$ cat src/rtl/stereo_wr_arbiter_pkg.sv
// Shared types and defaults for the stereo frame-buffer write arbiter.
package stereo_arb_pkg;

    localparam int DEF_ADDR_W      = 19;
    localparam int DEF_DATA_W      = 8;
    localparam int DEF_FRAME_WORDS = 480000;   // 800*600, also the right-bank base
    localparam int DEF_FIFO_DEPTH  = 4;

    typedef enum logic {
        LEFT  = 1'b0,
        RIGHT = 1'b1
    } port_id_t;

    typedef enum logic [1:0] {
        IDLE   = 2'd0,
        L_DONE = 2'd1,
        R_DONE = 2'd2
    } pair_state_t;

    // Entry layout at the default widths; the top builds the same layout
    // from its own parameters so non-default widths stay consistent.
    typedef struct packed {
        logic                  eof;
        logic [DEF_ADDR_W-1:0] addr;
        logic [DEF_DATA_W-1:0] data;
    } pix_entry_t;

endpackage

$ cat src/rtl/stereo_wr_arbiter_if.sv
// Camera pixel inputs and frame RAM write port of the stereo arbiter.
interface stereo_wr_arbiter_if #(
    parameter int ADDR_W = 19,
    parameter int DATA_W = 8
);
    logic              l_valid;
    logic [ADDR_W-1:0] l_addr;
    logic [DATA_W-1:0] l_data;
    logic              l_eof;
    logic              r_valid;
    logic [ADDR_W-1:0] r_addr;
    logic [DATA_W-1:0] r_data;
    logic              r_eof;
    logic              mem_we;
    logic [ADDR_W:0]   mem_addr;
    logic [DATA_W-1:0] mem_data;

    // Capture side / environment: drives pixels, observes the RAM port.
    modport master (
        output l_valid, l_addr, l_data, l_eof,
        output r_valid, r_addr, r_data, r_eof,
        input  mem_we, mem_addr, mem_data
    );

    // Arbiter side.
    modport slave (
        input  l_valid, l_addr, l_data, l_eof,
        input  r_valid, r_addr, r_data, r_eof,
        output mem_we, mem_addr, mem_data
    );
endinterface

$ cat src/rtl/stereo_wr_arbiter_pix_fifo.sv
// Small synchronous FIFO; a pop and a push in the same cycle are legal
// even when full (the popped slot takes the new entry).
module pix_fifo #(
    parameter int WIDTH = 28,
    parameter int DEPTH = 4
) (
    input  logic             clk,
    input  logic             rst_n,
    input  logic             push,
    input  logic [WIDTH-1:0] push_data,
    input  logic             pop,
    output logic [WIDTH-1:0] pop_data,
    output logic             full,
    output logic             empty
);
    localparam int              AW       = (DEPTH > 1) ? $clog2(DEPTH) : 1;
    localparam logic [AW:0]     FULL_CNT = (AW+1)'(DEPTH);
    localparam logic [AW:0]     CNT_ZERO = (AW+1)'(0);
    localparam logic [AW:0]     CNT_ONE  = (AW+1)'(1);
    localparam logic [AW-1:0]   PTR_ONE  = AW'(1);

    logic [WIDTH-1:0] mem_r [DEPTH];
    logic [AW-1:0]    wr_ptr_r;
    logic [AW-1:0]    rd_ptr_r;
    logic [AW:0]      count_r;
    logic             push_en_s;
    logic             pop_en_s;

    assign full      = (count_r == FULL_CNT);
    assign empty     = (count_r == CNT_ZERO);
    assign pop_data  = mem_r[rd_ptr_r];
    assign pop_en_s  = pop && !empty;
    assign push_en_s = push && (!full || pop_en_s);

    // Storage, pointers and occupancy.
    always_ff @(posedge clk or negedge rst_n) begin
        if (!rst_n) begin
            for (int i = 0; i < DEPTH; i++) begin
                mem_r[i] <= '0;
            end
            wr_ptr_r <= '0;
            rd_ptr_r <= '0;
            count_r  <= '0;
        end else begin
            if (push_en_s) begin
                mem_r[wr_ptr_r] <= push_data;
                wr_ptr_r        <= wr_ptr_r + PTR_ONE;
            end
            if (pop_en_s) begin
                rd_ptr_r <= rd_ptr_r + PTR_ONE;
            end
            case ({push_en_s, pop_en_s})
                2'b10:   count_r <= count_r + CNT_ONE;
                2'b01:   count_r <= count_r - CNT_ONE;
                default: count_r <= count_r;
            endcase
        end
    end
endmodule

$ cat src/rtl/stereo_wr_arbiter.sv
// Round-robin write arbiter sharing one frame RAM port between the left and
// right camera streams. Right pixels land in the upper bank (addr+FRAME_WORDS).
// Optional feature macro: STEREO_ARB_DROP_CNT_EN adds per-port drop counters.
module stereo_wr_arbiter
    import stereo_arb_pkg::*;
#(
    parameter int ADDR_W      = DEF_ADDR_W,
    parameter int DATA_W      = DEF_DATA_W,
    parameter int FRAME_WORDS = DEF_FRAME_WORDS,
    parameter int FIFO_DEPTH  = DEF_FIFO_DEPTH
) (
    input  logic                 clk_50,
    input  logic                 reset,
    stereo_wr_arbiter_if.slave   bus,
    input  logic                 clr_flags,
    output logic                 pair_done,
    output logic                 l_ovf,
    output logic                 r_ovf,
    output logic                 addr_err
`ifdef STEREO_ARB_DROP_CNT_EN
    ,
    output logic [15:0]          l_drop_cnt,
    output logic [15:0]          r_drop_cnt
`endif
);
    localparam logic [ADDR_W:0] FRAME_WORDS_W = (ADDR_W+1)'(FRAME_WORDS);

    typedef struct packed {
        logic              eof;
        logic [ADDR_W-1:0] addr;
        logic [DATA_W-1:0] data;
    } entry_t;

    localparam int ENTRY_W = $bits(entry_t);

    entry_t      l_in_s, r_in_s, l_head_s, r_head_s, gnt_entry_s;
    logic        l_full_s, l_empty_s, r_full_s, r_empty_s;
    logic        l_pop_s, r_pop_s;
    logic        l_in_range_s, r_in_range_s;
    logic        l_push_s, r_push_s;
    logic        l_ovf_set_s, r_ovf_set_s;
    logic        l_aerr_s, r_aerr_s;
    logic        gnt_valid_s;
    port_id_t    gnt_port_s;
    logic [ADDR_W:0] gnt_addr_s;

    port_id_t        last_gnt_r;
    pair_state_t     state_r;
    logic            mem_we_r;
    logic [ADDR_W:0] mem_addr_r;
    logic [DATA_W-1:0] mem_data_r;
    logic            pair_done_r;
    logic            l_ovf_r, r_ovf_r, addr_err_r;

    assign l_in_s = '{eof: bus.l_eof, addr: bus.l_addr, data: bus.l_data};
    assign r_in_s = '{eof: bus.r_eof, addr: bus.r_addr, data: bus.r_data};

    assign l_in_range_s = ({1'b0, bus.l_addr} < FRAME_WORDS_W);
    assign r_in_range_s = ({1'b0, bus.r_addr} < FRAME_WORDS_W);

    // A full FIFO still accepts a push when it is popped in the same cycle.
    assign l_push_s    = bus.l_valid && l_in_range_s && (!l_full_s || l_pop_s);
    assign r_push_s    = bus.r_valid && r_in_range_s && (!r_full_s || r_pop_s);
    assign l_ovf_set_s = bus.l_valid && l_in_range_s && l_full_s && !l_pop_s;
    assign r_ovf_set_s = bus.r_valid && r_in_range_s && r_full_s && !r_pop_s;
    assign l_aerr_s    = bus.l_valid && !l_in_range_s;
    assign r_aerr_s    = bus.r_valid && !r_in_range_s;

    pix_fifo #(.WIDTH(ENTRY_W), .DEPTH(FIFO_DEPTH)) u_l_fifo (
        .clk       (clk_50),
        .rst_n     (reset),
        .push      (l_push_s),
        .push_data (l_in_s),
        .pop       (l_pop_s),
        .pop_data  (l_head_s),
        .full      (l_full_s),
        .empty     (l_empty_s)
    );

    pix_fifo #(.WIDTH(ENTRY_W), .DEPTH(FIFO_DEPTH)) u_r_fifo (
        .clk       (clk_50),
        .rst_n     (reset),
        .push      (r_push_s),
        .push_data (r_in_s),
        .pop       (r_pop_s),
        .pop_data  (r_head_s),
        .full      (r_full_s),
        .empty     (r_empty_s)
    );

    // Round-robin grant: a lone non-empty port wins, contention alternates.
    always_comb begin
        l_pop_s = 1'b0;
        r_pop_s = 1'b0;
        case ({l_empty_s, r_empty_s})
            2'b01: l_pop_s = 1'b1;
            2'b10: r_pop_s = 1'b1;
            2'b00: begin
                if (last_gnt_r == RIGHT) begin
                    l_pop_s = 1'b1;
                end else begin
                    r_pop_s = 1'b1;
                end
            end
            default: begin
                l_pop_s = 1'b0;
                r_pop_s = 1'b0;
            end
        endcase
    end

    // Selected entry and its bank-adjusted RAM address.
    always_comb begin
        gnt_valid_s = l_pop_s || r_pop_s;
        if (r_pop_s) begin
            gnt_port_s  = RIGHT;
            gnt_entry_s = r_head_s;
            gnt_addr_s  = {1'b0, r_head_s.addr} + FRAME_WORDS_W;
        end else begin
            gnt_port_s  = LEFT;
            gnt_entry_s = l_head_s;
            gnt_addr_s  = {1'b0, l_head_s.addr};
        end
    end

    // Write-port register, grant history and frame-pair FSM.
    always_ff @(posedge clk_50 or negedge reset) begin
        if (!reset) begin
            mem_we_r    <= 1'b0;
            mem_addr_r  <= '0;
            mem_data_r  <= '0;
            last_gnt_r  <= RIGHT;
            state_r     <= IDLE;
            pair_done_r <= 1'b0;
        end else begin
            mem_we_r    <= gnt_valid_s;
            pair_done_r <= 1'b0;
            if (gnt_valid_s) begin
                mem_addr_r <= gnt_addr_s;
                mem_data_r <= gnt_entry_s.data;
                last_gnt_r <= gnt_port_s;
                if (gnt_entry_s.eof) begin
                    case (state_r)
                        IDLE: begin
                            state_r <= (gnt_port_s == LEFT) ? L_DONE : R_DONE;
                        end
                        L_DONE: begin
                            if (gnt_port_s == RIGHT) begin
                                state_r     <= IDLE;
                                pair_done_r <= 1'b1;
                            end else begin
                                state_r <= L_DONE;
                            end
                        end
                        R_DONE: begin
                            if (gnt_port_s == LEFT) begin
                                state_r     <= IDLE;
                                pair_done_r <= 1'b1;
                            end else begin
                                state_r <= R_DONE;
                            end
                        end
                        default: state_r <= IDLE;
                    endcase
                end
            end
        end
    end

    // Sticky error flags; a set in the clearing cycle takes priority.
    always_ff @(posedge clk_50 or negedge reset) begin
        if (!reset) begin
            l_ovf_r    <= 1'b0;
            r_ovf_r    <= 1'b0;
            addr_err_r <= 1'b0;
        end else begin
            l_ovf_r    <= l_ovf_set_s || (l_ovf_r && !clr_flags);
            r_ovf_r    <= r_ovf_set_s || (r_ovf_r && !clr_flags);
            addr_err_r <= l_aerr_s || r_aerr_s || (addr_err_r && !clr_flags);
        end
    end

`ifdef STEREO_ARB_DROP_CNT_EN
    logic [15:0] l_drop_cnt_r, r_drop_cnt_r;
    logic        l_drop_s, r_drop_s;

    assign l_drop_s = l_ovf_set_s || l_aerr_s;
    assign r_drop_s = r_ovf_set_s || r_aerr_s;

    // Saturating drop counters; a drop in the clearing cycle counts as one.
    always_ff @(posedge clk_50 or negedge reset) begin
        if (!reset) begin
            l_drop_cnt_r <= 16'd0;
            r_drop_cnt_r <= 16'd0;
        end else begin
            if (clr_flags) begin
                l_drop_cnt_r <= l_drop_s ? 16'd1 : 16'd0;
                r_drop_cnt_r <= r_drop_s ? 16'd1 : 16'd0;
            end else begin
                if (l_drop_s && (l_drop_cnt_r != 16'hFFFF)) begin
                    l_drop_cnt_r <= l_drop_cnt_r + 16'd1;
                end else begin
                    l_drop_cnt_r <= l_drop_cnt_r;
                end
                if (r_drop_s && (r_drop_cnt_r != 16'hFFFF)) begin
                    r_drop_cnt_r <= r_drop_cnt_r + 16'd1;
                end else begin
                    r_drop_cnt_r <= r_drop_cnt_r;
                end
            end
        end
    end

    assign l_drop_cnt = l_drop_cnt_r;
    assign r_drop_cnt = r_drop_cnt_r;
`endif

    assign bus.mem_we   = mem_we_r;
    assign bus.mem_addr = mem_addr_r;
    assign bus.mem_data = mem_data_r;
    assign pair_done    = pair_done_r;
    assign l_ovf        = l_ovf_r;
    assign r_ovf        = r_ovf_r;
    assign addr_err     = addr_err_r;

endmodule

$ cat src/flat_wrapper.sv
// flat-port wrapper written by rule: the top's interface ports become plain ports
module stereo_wr_arbiter_flat import stereo_arb_pkg::*;
#(
    parameter int ADDR_W      = DEF_ADDR_W,
    parameter int DATA_W      = DEF_DATA_W,
    parameter int FRAME_WORDS = DEF_FRAME_WORDS,
    parameter int FIFO_DEPTH  = DEF_FIFO_DEPTH
)
  (clk_50, reset, clr_flags, pair_done, l_ovf, r_ovf, addr_err, bus_l_valid, bus_l_addr, bus_l_data, bus_l_eof, bus_r_valid, bus_r_addr, bus_r_data, bus_r_eof, bus_mem_we, bus_mem_addr, bus_mem_data);
  stereo_wr_arbiter_if #(.ADDR_W(ADDR_W), .DATA_W(DATA_W)) bus_i ();
  input  logic clk_50;
  input  logic reset;
  input  logic clr_flags;
  output logic pair_done;
  output logic l_ovf;
  output logic r_ovf;
  output logic addr_err;
  input wire logic [$bits(bus_i.l_valid)-1:0] bus_l_valid;
  input wire logic [$bits(bus_i.l_addr)-1:0] bus_l_addr;
  input wire logic [$bits(bus_i.l_data)-1:0] bus_l_data;
  input wire logic [$bits(bus_i.l_eof)-1:0] bus_l_eof;
  input wire logic [$bits(bus_i.r_valid)-1:0] bus_r_valid;
  input wire logic [$bits(bus_i.r_addr)-1:0] bus_r_addr;
  input wire logic [$bits(bus_i.r_data)-1:0] bus_r_data;
  input wire logic [$bits(bus_i.r_eof)-1:0] bus_r_eof;
  output wire logic [$bits(bus_i.mem_we)-1:0] bus_mem_we;
  output wire logic [$bits(bus_i.mem_addr)-1:0] bus_mem_addr;
  output wire logic [$bits(bus_i.mem_data)-1:0] bus_mem_data;
  assign bus_i.l_valid = bus_l_valid;
  assign bus_i.l_addr = bus_l_addr;
  assign bus_i.l_data = bus_l_data;
  assign bus_i.l_eof = bus_l_eof;
  assign bus_i.r_valid = bus_r_valid;
  assign bus_i.r_addr = bus_r_addr;
  assign bus_i.r_data = bus_r_data;
  assign bus_i.r_eof = bus_r_eof;
  assign bus_mem_we = bus_i.mem_we;
  assign bus_mem_addr = bus_i.mem_addr;
  assign bus_mem_data = bus_i.mem_data;
  stereo_wr_arbiter #(.ADDR_W(ADDR_W), .DATA_W(DATA_W), .FRAME_WORDS(FRAME_WORDS), .FIFO_DEPTH(FIFO_DEPTH)) u_core (.clk_50(clk_50), .reset(reset), .bus(bus_i), .clr_flags(clr_flags), .pair_done(pair_done), .l_ovf(l_ovf), .r_ovf(r_ovf), .addr_err(addr_err));
endmodule
$ cat config.mk
export PLATFORM = sky130hd
export DESIGN_NAME = stereo_wr_arbiter_flat
export DESIGN_NICKNAME = d
export VERILOG_FILES = /design/src/rtl/stereo_wr_arbiter_pkg.sv /design/src/rtl/stereo_wr_arbiter_if.sv /design/src/rtl/stereo_wr_arbiter_pix_fifo.sv /design/src/rtl/stereo_wr_arbiter.sv /design/src/flat_wrapper.sv
export SDC_FILE = /design/constraint.sdc
export NUM_CORES = 1
export LEC_CHECK = 0
export CAP_MARGIN = 20
export CORE_MARGIN = 2
export CORE_UTILIZATION = 49
export CTS_CLUSTER_DIAMETER = 50
export CTS_CLUSTER_SIZE = 12
export DETAILED_ROUTE_END_ITERATION = 8
export PLACE_DENSITY = 0.77
export SYNTH_ARGS = -nofsm -noshare
export SYNTH_HDL_FRONTEND = slang
export SYNTH_HIERARCHICAL = 1
export SYNTH_SLANG_ARGS = --single-unit
$ cat constraint.sdc
create_clock -name clk_50 -period 4.1 [get_ports clk_50]
set_input_delay 0.615 -clock clk_50 [delete_from_list [all_inputs] [get_ports clk_50]]
set_output_delay 0.615 -clock clk_50 [all_outputs]
set_load 0.01 [all_outputs]
# Word-level counts from Yosys, hierarchy flattened
# Cells that the tools add are included.
# totals
wordCells,128
in_bits,61
regBits,274
# classes
add_sub_neg,9
magnitude_cmp,8
eq_ne,10
reduce_logical,44
bitwise,4
n_mux,30
# ops
op,n
bitwise mux 112 bit,2
2-to-1 mux 28 bit,7
binary-select mux 28 bit (select 2 bit),2
demux 28 bit (select 2 bit),2
less-than comparator 19 bit (second input constant),2
adder 19 x 19 -> 20 bit (second input constant),1
2-to-1 mux 20 bit,1
logical AND 1 bit,19
>= comparator 3 bit (second input constant),4
inverter 2 -> 3 bit,4
one-hot mux 3 bit (2 select lines),2
zero test 1 bit,9
logical OR 1 bit,9
adder 2 x 1 -> 2 bit (second input constant),4
equality test 2 x 1 -> 1 bit (second input constant),4
equality test 2 bit (second input constant),4
2-to-1 mux 1 bit,8
adder 3 x 1 -> 3 bit (second input constant),2
equality test 3 bit (second input constant),2
zero test 3 bit,2
less-than comparator 3 x 1 -> 1 bit (second input constant),2
one-hot mux 1 bit (2 select lines),3
one-hot mux 2 bit (3 select lines),1
subtractor 3 x 1 -> 3 bit (second input constant),2
4 further kinds,7

# Depth between registers and ports, before layout
# Gate-level depths: netlist (run 1).
# logic_depth
word_depth,8
depth_mapped,14

# Cells and area by module
# The synthesis (run 1) kept the hierarchy.
# by_module_without_submodules
module,cells_each,area_per_inst_um2,instances,seq_area_each_um2
pix_fifo,307,5260.0,2,2977.9
stereo_wr_arbiter,198,1818.0,1,902.1

# Worst setup path after synthesis (run 1)
# Ideal clock, no wire load.
# synth_timing
path_kind,reg-to-reg
startpoint,reg u_core.u_r_fifo.count_r[0]
endpoint,reg u_core.u_r_fifo.count_r[2]
path_slack_ns,1.334
synth_period_minus_slack_ns,2.766
setup_ns,0.079
arrival_time_ns,2.687
required_time_ns,4.021
path_stages_with_launch,14
cell_sequence,dfrtp_1 > nor3_1 > buf_2 > or2_0 > buf_4 > inv_2 > nor4b_4 > nand2b_1 > ha_1 > inv_1 > fa_1 > xor2_1 > nor2_1 > xor2_1
# synth_via
elab_chain_cells,8
elab_cells_between_ends,18
cone_classes,add/sub (2); eq/ne (4); mux (2); reduce/logical (10)
# synth_rtl
item,line_no,text
from (decl),stereo_wr_arbiter_pix_fifo.sv:25,logic [AW:0] count_r;
from (signal assigned),stereo_wr_arbiter_pix_fifo.sv:53,2'b10: count_r <= count_r + CNT_ONE;
from (signal assigned),stereo_wr_arbiter_pix_fifo.sv:54,2'b01: count_r <= count_r - CNT_ONE;
from (signal assigned),stereo_wr_arbiter_pix_fifo.sv:55,default: count_r <= count_r;
zero test 3 bit (*),stereo_wr_arbiter_pix_fifo.sv:30,assign empty = (count_r == CNT_ZERO);
named net u_core.r_empty_s,stereo_wr_arbiter.sv:37,"logic l_full_s, l_empty_s, r_full_s, r_empty_s;"
equality test 2 bit or zero test 2 bit (tied branches),stereo_wr_arbiter.sv:95,"case ({l_empty_s, r_empty_s})"
one-hot mux 1 bit (2 select lines),stereo_wr_arbiter.sv:95,
logical OR 1 bit or logical AND 1 bit (tied branches),"stereo_wr_arbiter.sv:63, stereo_wr_arbiter_pix_fifo.sv:32",
logical AND 1 bit or logical OR 1 bit (tied branches),"stereo_wr_arbiter.sv:63, stereo_wr_arbiter_pix_fifo.sv:33",
logical AND 1 bit,stereo_wr_arbiter_pix_fifo.sv:33,assign push_en_s = push && (!full || pop_en_s);
equality test 2 x 1 -> 1 bit or equality test 2 bit (tied branches),stereo_wr_arbiter_pix_fifo.sv:52,"case ({push_en_s, pop_en_s})"
one-hot mux 3 bit (2 select lines) or nonzero test 2 bit (tied branches),n/a,
# Mark *: on every way through the listed nets, which the timed path passes. The rest lies on a longest branch.
# A chain may end at the register's enable or synchronous reset.

# Final worst setup path (run 1)
# layout_timing
startpoint,reg u_core.u_l_fifo.count_r[0]
endpoint,reg u_core.u_r_fifo.count_r[2]
# layout_via
elab_chain_cells,8
elab_cells_between_ends,13
cone_classes,eq/ne (3); mux (2); reduce/logical (8)
# layout_rtl
item,line_no,text
from (decl),stereo_wr_arbiter_pix_fifo.sv:25,
from (signal assigned),stereo_wr_arbiter_pix_fifo.sv:53,
from (signal assigned),stereo_wr_arbiter_pix_fifo.sv:54,
from (signal assigned),stereo_wr_arbiter_pix_fifo.sv:55,
zero test 3 bit (*),stereo_wr_arbiter_pix_fifo.sv:30,
named net u_core.l_empty_s,stereo_wr_arbiter.sv:37,
equality test 2 bit or zero test 2 bit (tied branches),stereo_wr_arbiter.sv:95,
one-hot mux 1 bit (2 select lines) (*),stereo_wr_arbiter.sv:95,
logical OR 1 bit (*),stereo_wr_arbiter.sv:63,assign r_push_s = bus.r_valid && r_in_range_s && (!r_full_s || r_pop_s);
logical AND 1 bit (*),stereo_wr_arbiter.sv:63,
named net u_core.r_push_s,stereo_wr_arbiter.sv:40,"logic l_push_s, r_push_s;"
logical AND 1 bit (*),stereo_wr_arbiter_pix_fifo.sv:33,
equality test 2 x 1 -> 1 bit or equality test 2 bit (tied branches),stereo_wr_arbiter_pix_fifo.sv:52,
one-hot mux 3 bit (2 select lines) or nonzero test 2 bit (tied branches),n/a,
# Marks and branches as above.

==> flow_metrics.env, run 1 <==
export IMPL_track_usage=0.207
export IMPL_max_slew_margin=0.319
export IMPL_ys_flop_type="dfrtp_1"
export IMPL_tns_ns=0
export IMPL_final_min_clock_period_ns=3.02
export IMPL_rr_startpoint="u_core/u_l_fifo/count_r[0]$_DFFE_PN0P_"
export IMPL_fillers=1983
export IMPL_synthArstFlopShare=1.00
export IMPL_hold_violations=0
export IMPL_period_share=0.736
export IMPL_cp_end_kind="flip-flop"
export IMPL_start_util=0.494
export IMPL_syn_nets=886
export IMPL_synth_largest_area_cell="dfrtp_1"
export IMPL_setup_violations=0
export IMPL_dp_hpwl_mm=17.2
export IMPL_yosysMostFrequentCell="dfrtp_1"
export IMPL_cp_start_kind="flip-flop"
export IMPL_cts_buffers=29
export IMPL_crit_path_max_fanout=27
export IMPL_required_ns=4.52
export IMPL_cts_tree="yes"
export IMPL_syn2layout_area_growth_pct=18.2
export IMPL_rows=58
export IMPL_rr_worst_depth=13
export IMPL_drv_cap=0
export IMPL_grt_pass1_wl_mm=42.7
export IMPL_finalMaxSlewViolations=0
export IMPL_first_pass_iters=5
export IMPL_yosys_area_top_type_share=0.554
export IMPL_whs_ns=0.177
export IMPL_post_cts_setup_buffer_count=0
export IMPL_wl_mm=26.0
export IMPL_syn_mean_instance_area_um2=15.2
export IMPL_yosys_register_bits=274
export IMPL_grt_pass1_vias=7711
export IMPL_rsz0062_at_grt="false"
export IMPL_cp_arrival_ns=3.43
export IMPL_gp_congestion=0.785
export IMPL_status="complete, no violations"
export IMPL_grt_max_degree=128
export IMPL_ys_warn_count=6
export IMPL_clk_pin_slew_worst_paths_ns=0.06
export IMPL_cts_sinks=274
export IMPL_drtIter0Drc=480
export IMPL_dieArea_um2=26500
export IMPL_hp_class="in2async"
export IMPL_layout_drive_gt1_share=0.397
export IMPL_vias_per_cell=5.59
export IMPL_ys_seq_area_frac=0.556
export IMPL_drc=0
export IMPL_pin_count=94
export IMPL_coreArea_um2=25000
export IMPL_antennaDiodeCount=0
export IMPL_insertion_delay_ns=0.54
export IMPL_cts_buffer_depth=3
export IMPL_r2r_slack_ns=1.08
export IMPL_antenna_found_initial=0
export IMPL_cts_hold_buf=0
export IMPL_synth_edff_count=0
export IMPL_tightest_slew_ns=1.02
export IMPL_nets=1001
export IMPL_die_h_um=163
export IMPL_ir_worst_vdd_v=0.000434
export IMPL_die_w_um=163
export IMPL_fmax_mhz=331
export IMPL_critPathLaunch="u_core/u_l_fifo/count_r[0]$_DFFE_PN0P_"
export IMPL_p_leak_nw=6.04
export IMPL_crit_path_end="u_core/u_r_fifo/count_r[2]$_DFFE_PN0P_"
export IMPL_htreeDepth=1
export IMPL_netlist_top_cells_area="dfrtp_1, mux2_2, mux4_2, buf_6, nor2_1"
export IMPL_fin_skew_ns=0.00934
export IMPL_grt_overflow_total=0
export IMPL_wl_per_cell_um=20.5
export IMPL_syn_area_um2=12300
export IMPL_r2r_end="u_core/u_r_fifo/count_r[2]$_DFFE_PN0P_"
export IMPL_ctsResizeCount=0
export IMPL_final_antenna_net_count=0
export IMPL_vias=7116
export IMPL_syn_instance_count=812
export IMPL_p_per_area_nw_per_um2=904
export IMPL_clockRootBuffer="clkbuf_16"
export IMPL_yosys_top_cells_count="dfrtp_1, mux2_2, mux4_2"
export IMPL_synth_cell_types=48
export IMPL_io_buffers=93
export IMPL_criticalPathCategory="reg2reg"
[worst max-delay path, stage by stage, from the launching register on]
cell      delay, ns
dfrtp_1        0.46
nor3_1         0.21
buf_4          0.20
nor2b_1        0.06
or2_1          0.23
buf_4          0.24
a21oi_1        0.41
nand2b_1       0.21
ha_1           0.27
inv_1          0.07
fa_1           0.17
xor2_1         0.16
nor2_1         0.07
xor2_1         0.15
[worst min-delay path by stage]
stage | end | cells after the start
global route | u_core/u_l_fifo/mem_r[33]$_DFFE_PN0P_ | 1
CTS | u_core/u_l_fifo/mem_r[33]$_DFFE_PN0P_ | 1
finish | u_core/u_l_fifo/mem_r[33]$_DFFE_PN0P_ | 1
detailed placement | u_core/bus.mem_addr[9]$_DFFE_PN0P_ | 2
floorplan | u_core/addr_err$_DFF_PN0_ | 0
global placement | u_core/bus.mem_addr[9]$_DFFE_PN0P_ | 2
[cell families after synthesis]
family | after synthesis | share of synthesized area
fa+ha+maj | 13 | 0.0144
xor+xnor | 20 | 0.0142
buf+inv | 59 | 0.0303
simple gates | 100 | 0.0406
compound gates | 62 | 0.0346
flops | 274 | 0.556
mux | 284 | 0.310
[placed cells by master (no fill, tap or decap), drive strengths merged, types with 21 or more instances in the layout]
cell / n
dfrtp: 273
mux2: 226
clkdlybuf4s50: 92
mux4: 56
nor2: 48
clkbuf: 39
buf: 30
nand2: 23
inv: 22
o22ai: 21
[layer usage]
| metal | part of all wire | wire (um) | global-route usage |
|---|---|---|---|
| met4 | 0.018 | 464 | 0.0455 |
| met2 | 0.49 | 12700 | 0.341 |
| met1 | 0.45 | 11600 | 0.292 |
| met5 | 0 | 0 | 0 |
| met3 | 0.050 | 1310 | 0.0344 |
[per-stage QoR]
step                       util  instance area, um2  power, mW  worst slack, ns  std cells
after global routing      0.584               14600       14.0            0.905       1273
after CTS                 0.584               14600       13.3             1.10       1273
after floorplan               -               12300       9.00             1.33        812
after detailed placement  0.546               13600       10.6            0.632       1226
final                     0.584               14600       13.2             1.08       1273
after global placement    0.546               13600       10.4            0.691       1226
[final cells by class]
class | count | area (um2) | share of cell area
Sequential cell | 274 | 6860 | 0.470
Clock inverter | 8 | 148 | 0.0101
Timing Repair Buffer | 122 | 1180 | 0.0808
Tap cell | 330 | 413 | 0.0283
Multi-Input combinational cell | 479 | 5110 | 0.350
Clock buffer | 39 | 803 | 0.0551
Inverter | 21 | 78.8 | 0.00540
[flip-flops by register name, summed over array words and instances (netlist names), 2 cells and up]
register,cells
u_core/state_r,2
u_core/u_r_fifo/wr_ptr_r,2
u_core/u_r_fifo/count_r,3
u_core/u_l_fifo/count_r,3
u_core/u_l_fifo/rd_ptr_r,2
u_core/u_l_fifo/wr_ptr_r,2
u_core/u_r_fifo/mem_r,112
u_core/u_r_fifo/rd_ptr_r,2
u_core/bus.mem_addr,20
u_core/u_l_fifo/mem_r,112
u_core/bus.mem_data,8
[where the power goes]
part	internal [mW]	switching, mW
Sequential	4.14	0.876
Clock	1.61	1.02
Combinational	3.15	2.39
Total	8.89	4.29
Note: power is estimated with default switching activity, not from simulation.
==> run 2, diff against run 1 <==
==> constraint.sdc (replaced) <==
create_clock -name clk_50 -period 2.95 [get_ports clk_50]
set_input_delay 0.4425 -clock clk_50 [delete_from_list [all_inputs] [get_ports clk_50]]
set_output_delay 0.4425 -clock clk_50 [all_outputs]
set_load 0.01 [all_outputs]
==> run 2 against run 1 <==
Compared with the run above:
- sequential share of layout area down 0.76 points
- first-iteration DRC count grew 17%
- cell count rose by 2.2%
- design area grew 1.7%
- worst hold slack better by 0.26 ns
- utilization grew 0.98 points
- critical path type unchanged
- largest cell class unchanged
- largest power group unchanged
- highest routed layer unchanged
==> flow_metrics.env, run 2 (same netlist as run 1, synthesis figures left out) <==
export IMPL_drc=0
export IMPL_vias=7292
export IMPL_max_slew_margin=0.496
export IMPL_p_sw_frac=0.330
export IMPL_seqPwrFrac=0.372
export IMPL_cp_end_kind="flip-flop"
export IMPL_crit_path_max_fanout=11
export IMPL_rsz0062_at_grt="false"
export IMPL_criticalPathCategory="reg2reg"
export IMPL_grt_pass1_vias=8052
export IMPL_drv_cap=0
export IMPL_cp_arrival_ns=3.22
export IMPL_grtUsageMet1=0.291
export IMPL_crit_slowest_cell="dfrtp_2"
export IMPL_use_met2=0.347
export IMPL_final_antenna_net_count=0
export IMPL_crit_buf_inv=3
export IMPL_p_switching_mw=6.09
export IMPL_cts_sinks=274
export IMPL_grt_max_degree=75
export IMPL_fmax_mhz=363
export IMPL_cp_start_kind="flip-flop"
export IMPL_hold_violations=0
export IMPL_post_cts_setup_buffer_count=0
export IMPL_design_area_um2=14800
export IMPL_io_buffers=93
export IMPL_first_pass_iters=4
export IMPL_layout_drive_gt1_share=0.415
export IMPL_start_util=0.494
export IMPL_fin_skew_ns=0.0113
export IMPL_critPathLaunch="u_core/u_r_fifo/count_r[1]$_DFFE_PN0P_"
export IMPL_path_cells="nor3_1 -> buf_4 -> or2_2 -> nand2b_2 -> inv_1 -> nor4b_4 -> nand2b_1 -> ha_1 -> inv_1 -> fa_1 -> xor2_1 -> nor2_1 -> xor2_1"
export IMPL_busiest_layer="met2"
export IMPL_power_share_clock=0.190
export IMPL_cts_tree="yes"
export IMPL_final_cell_mix="dfrtp_1, mux2_2, clkdlybuf4s50_1"
export IMPL_grt_pass1_wl_mm=43.8
export IMPL_critPathTopFamily="simple AND/OR/NAND/NOR gates"
export IMPL_nets=1029
export IMPL_layout_commonest_cell="dfrtp_1"
export IMPL_status="complete, no violations"
export IMPL_finalMaxSlewViolations=0
export IMPL_ir_worst_vdd_v=0.000739
export IMPL_slowest_delay_ns=0.41
export IMPL_combPwrFrac=0.438
export IMPL_wl_mm=26.7
export IMPL_drtIter0Drc=562
export IMPL_period_share=0.934
export IMPL_rr_startpoint="u_core/u_r_fifo/count_r[1]$_DFFE_PN0P_"
export IMPL_dieArea_um2=26500
export IMPL_internal_power_mw=12.4
export IMPL_antennaDiodeCount=0
export IMPL_clockRootBuffer="clkbuf_16"
export IMPL_cts_buffers=29
export IMPL_clk_pin_slew_worst_paths_ns=0.06
export IMPL_final_min_clock_period_ns=2.76
export IMPL_coreArea_um2=25000
export IMPL_setup_violations=0
export IMPL_vias_per_cell=5.60
export IMPL_placed_area_um2=13900
export IMPL_required_ns=3.41
export IMPL_gp_congestion=0.777
export IMPL_hp_class="in2async"
export IMPL_p_per_area_nw_per_um2=1240
export IMPL_die_w_um=163
export IMPL_cts_buffer_depth=3
export IMPL_wl_per_cell_um=20.5
export IMPL_dp_hpwl_mm=18.1
export IMPL_track_usage=0.211
export IMPL_grt_overflow_total=0
export IMPL_r2r_slack_ns=0.19
export IMPL_tightest_slew_ns=0.755
export IMPL_p_leak_nw=6.16
export IMPL_pin_count=94
export IMPL_whs_ns=0.434
export IMPL_insertion_delay_ns=0.55
export IMPL_syn2layout_area_growth_pct=20.2
export IMPL_die_h_um=163
export IMPL_gr_usage_met3=0.0407
export IMPL_htreeDepth=1
export IMPL_rows=58
export IMPL_antenna_found_initial=0
## run 2: changes by cell type in the layout (fill, tap and decap cells not counted), moves of 2 or more
cell / previous run / this run
bufinv_16: 4 / 2
buf_12: 2 / 8
dfrtp_2: 2 / 4
buf_4: 27 / 48
clkinvlp_4: 0 / 3
dfrtp_1: 271 / 269
## run 2: layout make-up
cell class	instances	area, um2
fillers	1909	10100
flip-flops and latches	274	6860
multi-input cells	479	5110
repair buffers	150	1470
clock buffers	39	803
well taps	330	413
clock inverters	8	101
inverters	21	78.8
## run 2: path summary, 6_finish.rpt
path | endpoint | cells after the start
hold reg to reg | u_core/bus.mem_addr[8]$_DFFE_PN0P_ | 2
min in group clk_50 | u_core/bus.mem_addr[8]$_DFFE_PN0P_ | 2
setup reg to reg | u_core/u_l_fifo/count_r[2]$_DFFE_PN0P_ | 13
hold / removal | u_core/u_l_fifo/mem_r[35]$_DFFE_PN0P_ | 2
setup / recovery | u_core/u_l_fifo/count_r[2]$_DFFE_PN0P_ | 13
max in group asynchronous | u_core/u_l_fifo/mem_r[47]$_DFFE_PN0P_ | 3
## run 2: per-layer routing
| layer | vias up | wire length, um |
|---|---|---|
| li1 | 3254 | - |
| met4 | 0 | 695 |
| met5 | - | 0 |
| met1 | 3840 | 11700 |
| met2 | 152 | 13000 |
| met3 | 46 | 1280 |
## run 2: timing repair
action	4_1_cts	5_1_grt
gates resized for setup	0	2
setup endpoints to repair	0	1
endpoints found under the hold margin	68	0
hold buffers	1	0
## run 2: worst register-to-register path, cell delays in order (launching register included)
cell and delay (ns):
dfrtp_2 0.41, nor3_1 0.07, buf_4 0.16, or2_2 0.32, nand2b_2 0.09, inv_1 0.12, nor4b_4 0.29, nand2b_1 0.20
ha_1 0.18, inv_1 0.05, fa_1 0.37, xor2_1 0.15, nor2_1 0.11, xor2_1 0.16
## run 2: through the flow
stage                     TNS, ns  std cells  worst slack (ns)  utilization  power [mW]
after global routing            0       1301           0.00232        0.594        19.6
after floorplan                 0        812             0.184            -        12.5
after global placement     -13.54       1253            -0.151        0.557        14.7
after CTS                       0       1301             0.140        0.594        18.6
final                           0       1301             0.194        0.594        18.5
after detailed placement   -13.72       1253            -0.160        0.557        15.0
## run 2: power groups by stage
stage	registers [mW]	clock network [mW]	logic (mW)
global route	7.11	3.73	8.75
floorplan	6.58	0	5.93
global placement	6.81	0	7.85
detailed placement	6.91	0	8.10
finish	6.87	3.50	8.09
CTS	6.88	3.56	8.17
==> run 3, diff against run 2 <==
--- a/config.mk
+++ b/config.mk
@@ -11,7 +11,8 @@
 export CTS_CLUSTER_DIAMETER = 50
 export CTS_CLUSTER_SIZE = 12
 export DETAILED_ROUTE_END_ITERATION = 8
-export PLACE_DENSITY = 0.77
+export DONT_BUFFER_PORTS = 1
+export PLACE_DENSITY = 0.72
 export SYNTH_ARGS = -nofsm -noshare
 export SYNTH_HDL_FRONTEND = slang
 export SYNTH_HIERARCHICAL = 1
==> run 3 against run 2 <==
Compared with the run above:
- largest power group unchanged
- critical path depth shrank 1
- non-clock buffer count shrank 125
- utilization shrank 4.9 points
- the flow now finishes with violations (hold timing)
- power shrank 4.1%
- worst hold slack lost 0.84 ns
- die area is the same
- design area shrank 8.3%
==> flow_metrics.env, run 3 (same netlist as run 1, synthesis figures left out) <==
export IMPL_fillers=2045
export IMPL_clockRootBuffer="clkbuf_16"
export IMPL_whs_ns=-0.408
export IMPL_grt_max_degree=275
export IMPL_cts_sinks=274
export IMPL_grt_overflow_total=0
export IMPL_vias_per_cell=5.72
export IMPL_cts_buffer_depth=3
export IMPL_die_w_um=163
export IMPL_cts_hold_buf=1
export IMPL_rows=58
export IMPL_track_usage=0.200
export IMPL_die_h_um=163
export IMPL_placed_area_um2=12700
export IMPL_cts_tree="yes"
export IMPL_grtUsageMet1=0.257
export IMPL_fin_skew_ns=0.00915
export IMPL_dp_hpwl_mm=16.5
export IMPL_dieArea_um2=26500
export IMPL_critPathLaunch="u_core/u_r_fifo/count_r[0]$_DFFE_PN0P_"
export IMPL_antenna_found_initial=0
export IMPL_setup_violations=0
export IMPL_gr_usage_met3=0.0570
export IMPL_wl_mm=25.4
export IMPL_insertion_delay_ns=0.55
export IMPL_use_met2=0.338
export IMPL_setup_ws_ns=0.237
export IMPL_drv_cap=0
export IMPL_p_per_area_nw_per_um2=1300
export IMPL_cp_start_kind="flip-flop"
export IMPL_nets=904
export IMPL_cts_buffers=29
export IMPL_finalMaxSlewViolations=0
export IMPL_grt_pass1_wl_mm=41.1
export IMPL_wl_per_cell_um=21.7
export IMPL_max_slew_margin=0.510
export IMPL_tightest_slew_ns=0.734
export IMPL_grt_pass1_vias=7379
export IMPL_criticalPathCategory="reg2reg"
export IMPL_htreeDepth=1
export IMPL_clk_pin_slew_worst_paths_ns=0.06
export IMPL_drtIter0Drc=316
export IMPL_fmax_mhz=369
export IMPL_slowest_delay_ns=0.46
export IMPL_crit_slowest_cell="dfrtp_1"
export IMPL_status="finished, violations left"
export IMPL_ir_worst_vdd_v=0.000637
export IMPL_first_pass_iters=4
export IMPL_coreArea_um2=25000
export IMPL_rr_startpoint="u_core/u_r_fifo/count_r[0]$_DFFE_PN0P_"
export IMPL_busiest_layer="met2"
export IMPL_io_buffers=0
export IMPL_tns_ns=0
export IMPL_hp_class="in2async"
export IMPL_gp_congestion=0.788
export IMPL_syn2layout_area_growth_pct=10.2
export IMPL_required_ns=3.41
export IMPL_start_util=0.494
export IMPL_cp_arrival_ns=3.17
export IMPL_final_min_clock_period_ns=2.71
export IMPL_crit_path_max_fanout=5
export IMPL_vias=6705
export IMPL_rsz0062_at_grt="false"
export IMPL_violations="hold timing"
export IMPL_p_leak_nw=5.63
export IMPL_pin_count=94
export IMPL_period_share=0.920
export IMPL_post_route_util=0.545
export IMPL_cp_end_kind="flip-flop"
export IMPL_final_antenna_net_count=0
export IMPL_hold_violations=274
export IMPL_design_area_um2=13600
export IMPL_antennaDiodeCount=0
export IMPL_final_cell_mix="dfrtp_1, mux2_2, mux4_2"
export IMPL_layout_drive_gt1_share=0.438
export IMPL_layout_commonest_cell="dfrtp_1"
export IMPL_path_cells="nor3_1 -> or2_2 -> nand2b_2 -> inv_1 -> nor4b_4 -> nand2b_2 -> ha_1 -> inv_1 -> fa_1 -> xor2_1 -> nor2_1 -> xor2_1"
export IMPL_drc=0
export IMPL_pre_cts_slack_ns=0.189
run 3: changes by cell type in the layout (fill, tap and decap cells not counted), moves of 2 or more:
cell,previous run,this run
clkdlybuf4s50_1,92,0
buf_4,48,20
buf_12,8,4
clkbuf_8,4,1
clkinvlp_4,3,0
a21oi_1,11,9
a21oi_2,0,2
dfrtp_1,269,271
dfrtp_2,4,2
nand2b_1,6,4
run 3: worst max-delay path, delay by kind of cell, from the launching register on:
kind                       cells  cell delay [ns]
xor gates and xnor gates       2             0.32
and+or+nand+nor                6             1.12
buffers and inverters          2             0.18
adders and majority gates      2             0.57
DFF                            1             0.46
run 3: routing by layer:
metal / part of all wire / wire length (um)
met1: 0.42 / 10700
met2: 0.49 / 12500
met3: 0.072 / 1840
met4: 0.019 / 478
met5: 0 / 0
run 3: timing repair:
item,CTS,global route
endpoints found under the hold margin,276,274
resized for setup,0,4
buffers inserted,0,0
setup endpoints to repair,0,3
run 3: stage by stage:
step	instances	power, mW
finish	1172	17.7
global route	1172	18.8
floorplan	812	12.5
CTS	1172	17.9
global placement	1128	14.0
detailed placement	1128	14.3
run 3: area by class of cell:
class | instances | area, um2 | area share
Clock buffer | 35 | 758 | 0.0558
Clock inverter | 8 | 125 | 0.00920
Inverter | 21 | 78.8 | 0.00580
Multi-Input combinational cell | 479 | 5120 | 0.377
Sequential cell | 274 | 6860 | 0.504
Tap cell | 330 | 413 | 0.0304
Timing Repair Buffer | 25 | 240 | 0.0177
run 3: report_power, final:
group	internal, mW	total, mW	switching (mW)
Clock	2.06	3.49	1.42
Combinational	4.02	7.20	3.18
Sequential	5.75	7.02	1.27
run 3: final timing paths:
check,endpoint,depth (start not counted),slack (ns)
max reg2reg,u_core/u_l_fifo/count_r[2]$_DFFE_PN0P_,12,0.24
max,u_core/u_l_fifo/count_r[2]$_DFFE_PN0P_,12,0.24
min in group clk_50,u_core/u_r_fifo/mem_r[87]$_DFFE_PN0P_,1,0.04
min,u_core/u_r_fifo/mem_r[107]$_DFFE_PN0P_,0,-0.41
min reg2reg,u_core/u_l_fifo/mem_r[38]$_DFFE_PN0P_,1,0.50
max in group asynchronous,u_core/u_r_fifo/mem_r[99]$_DFFE_PN0P_,0,2.83
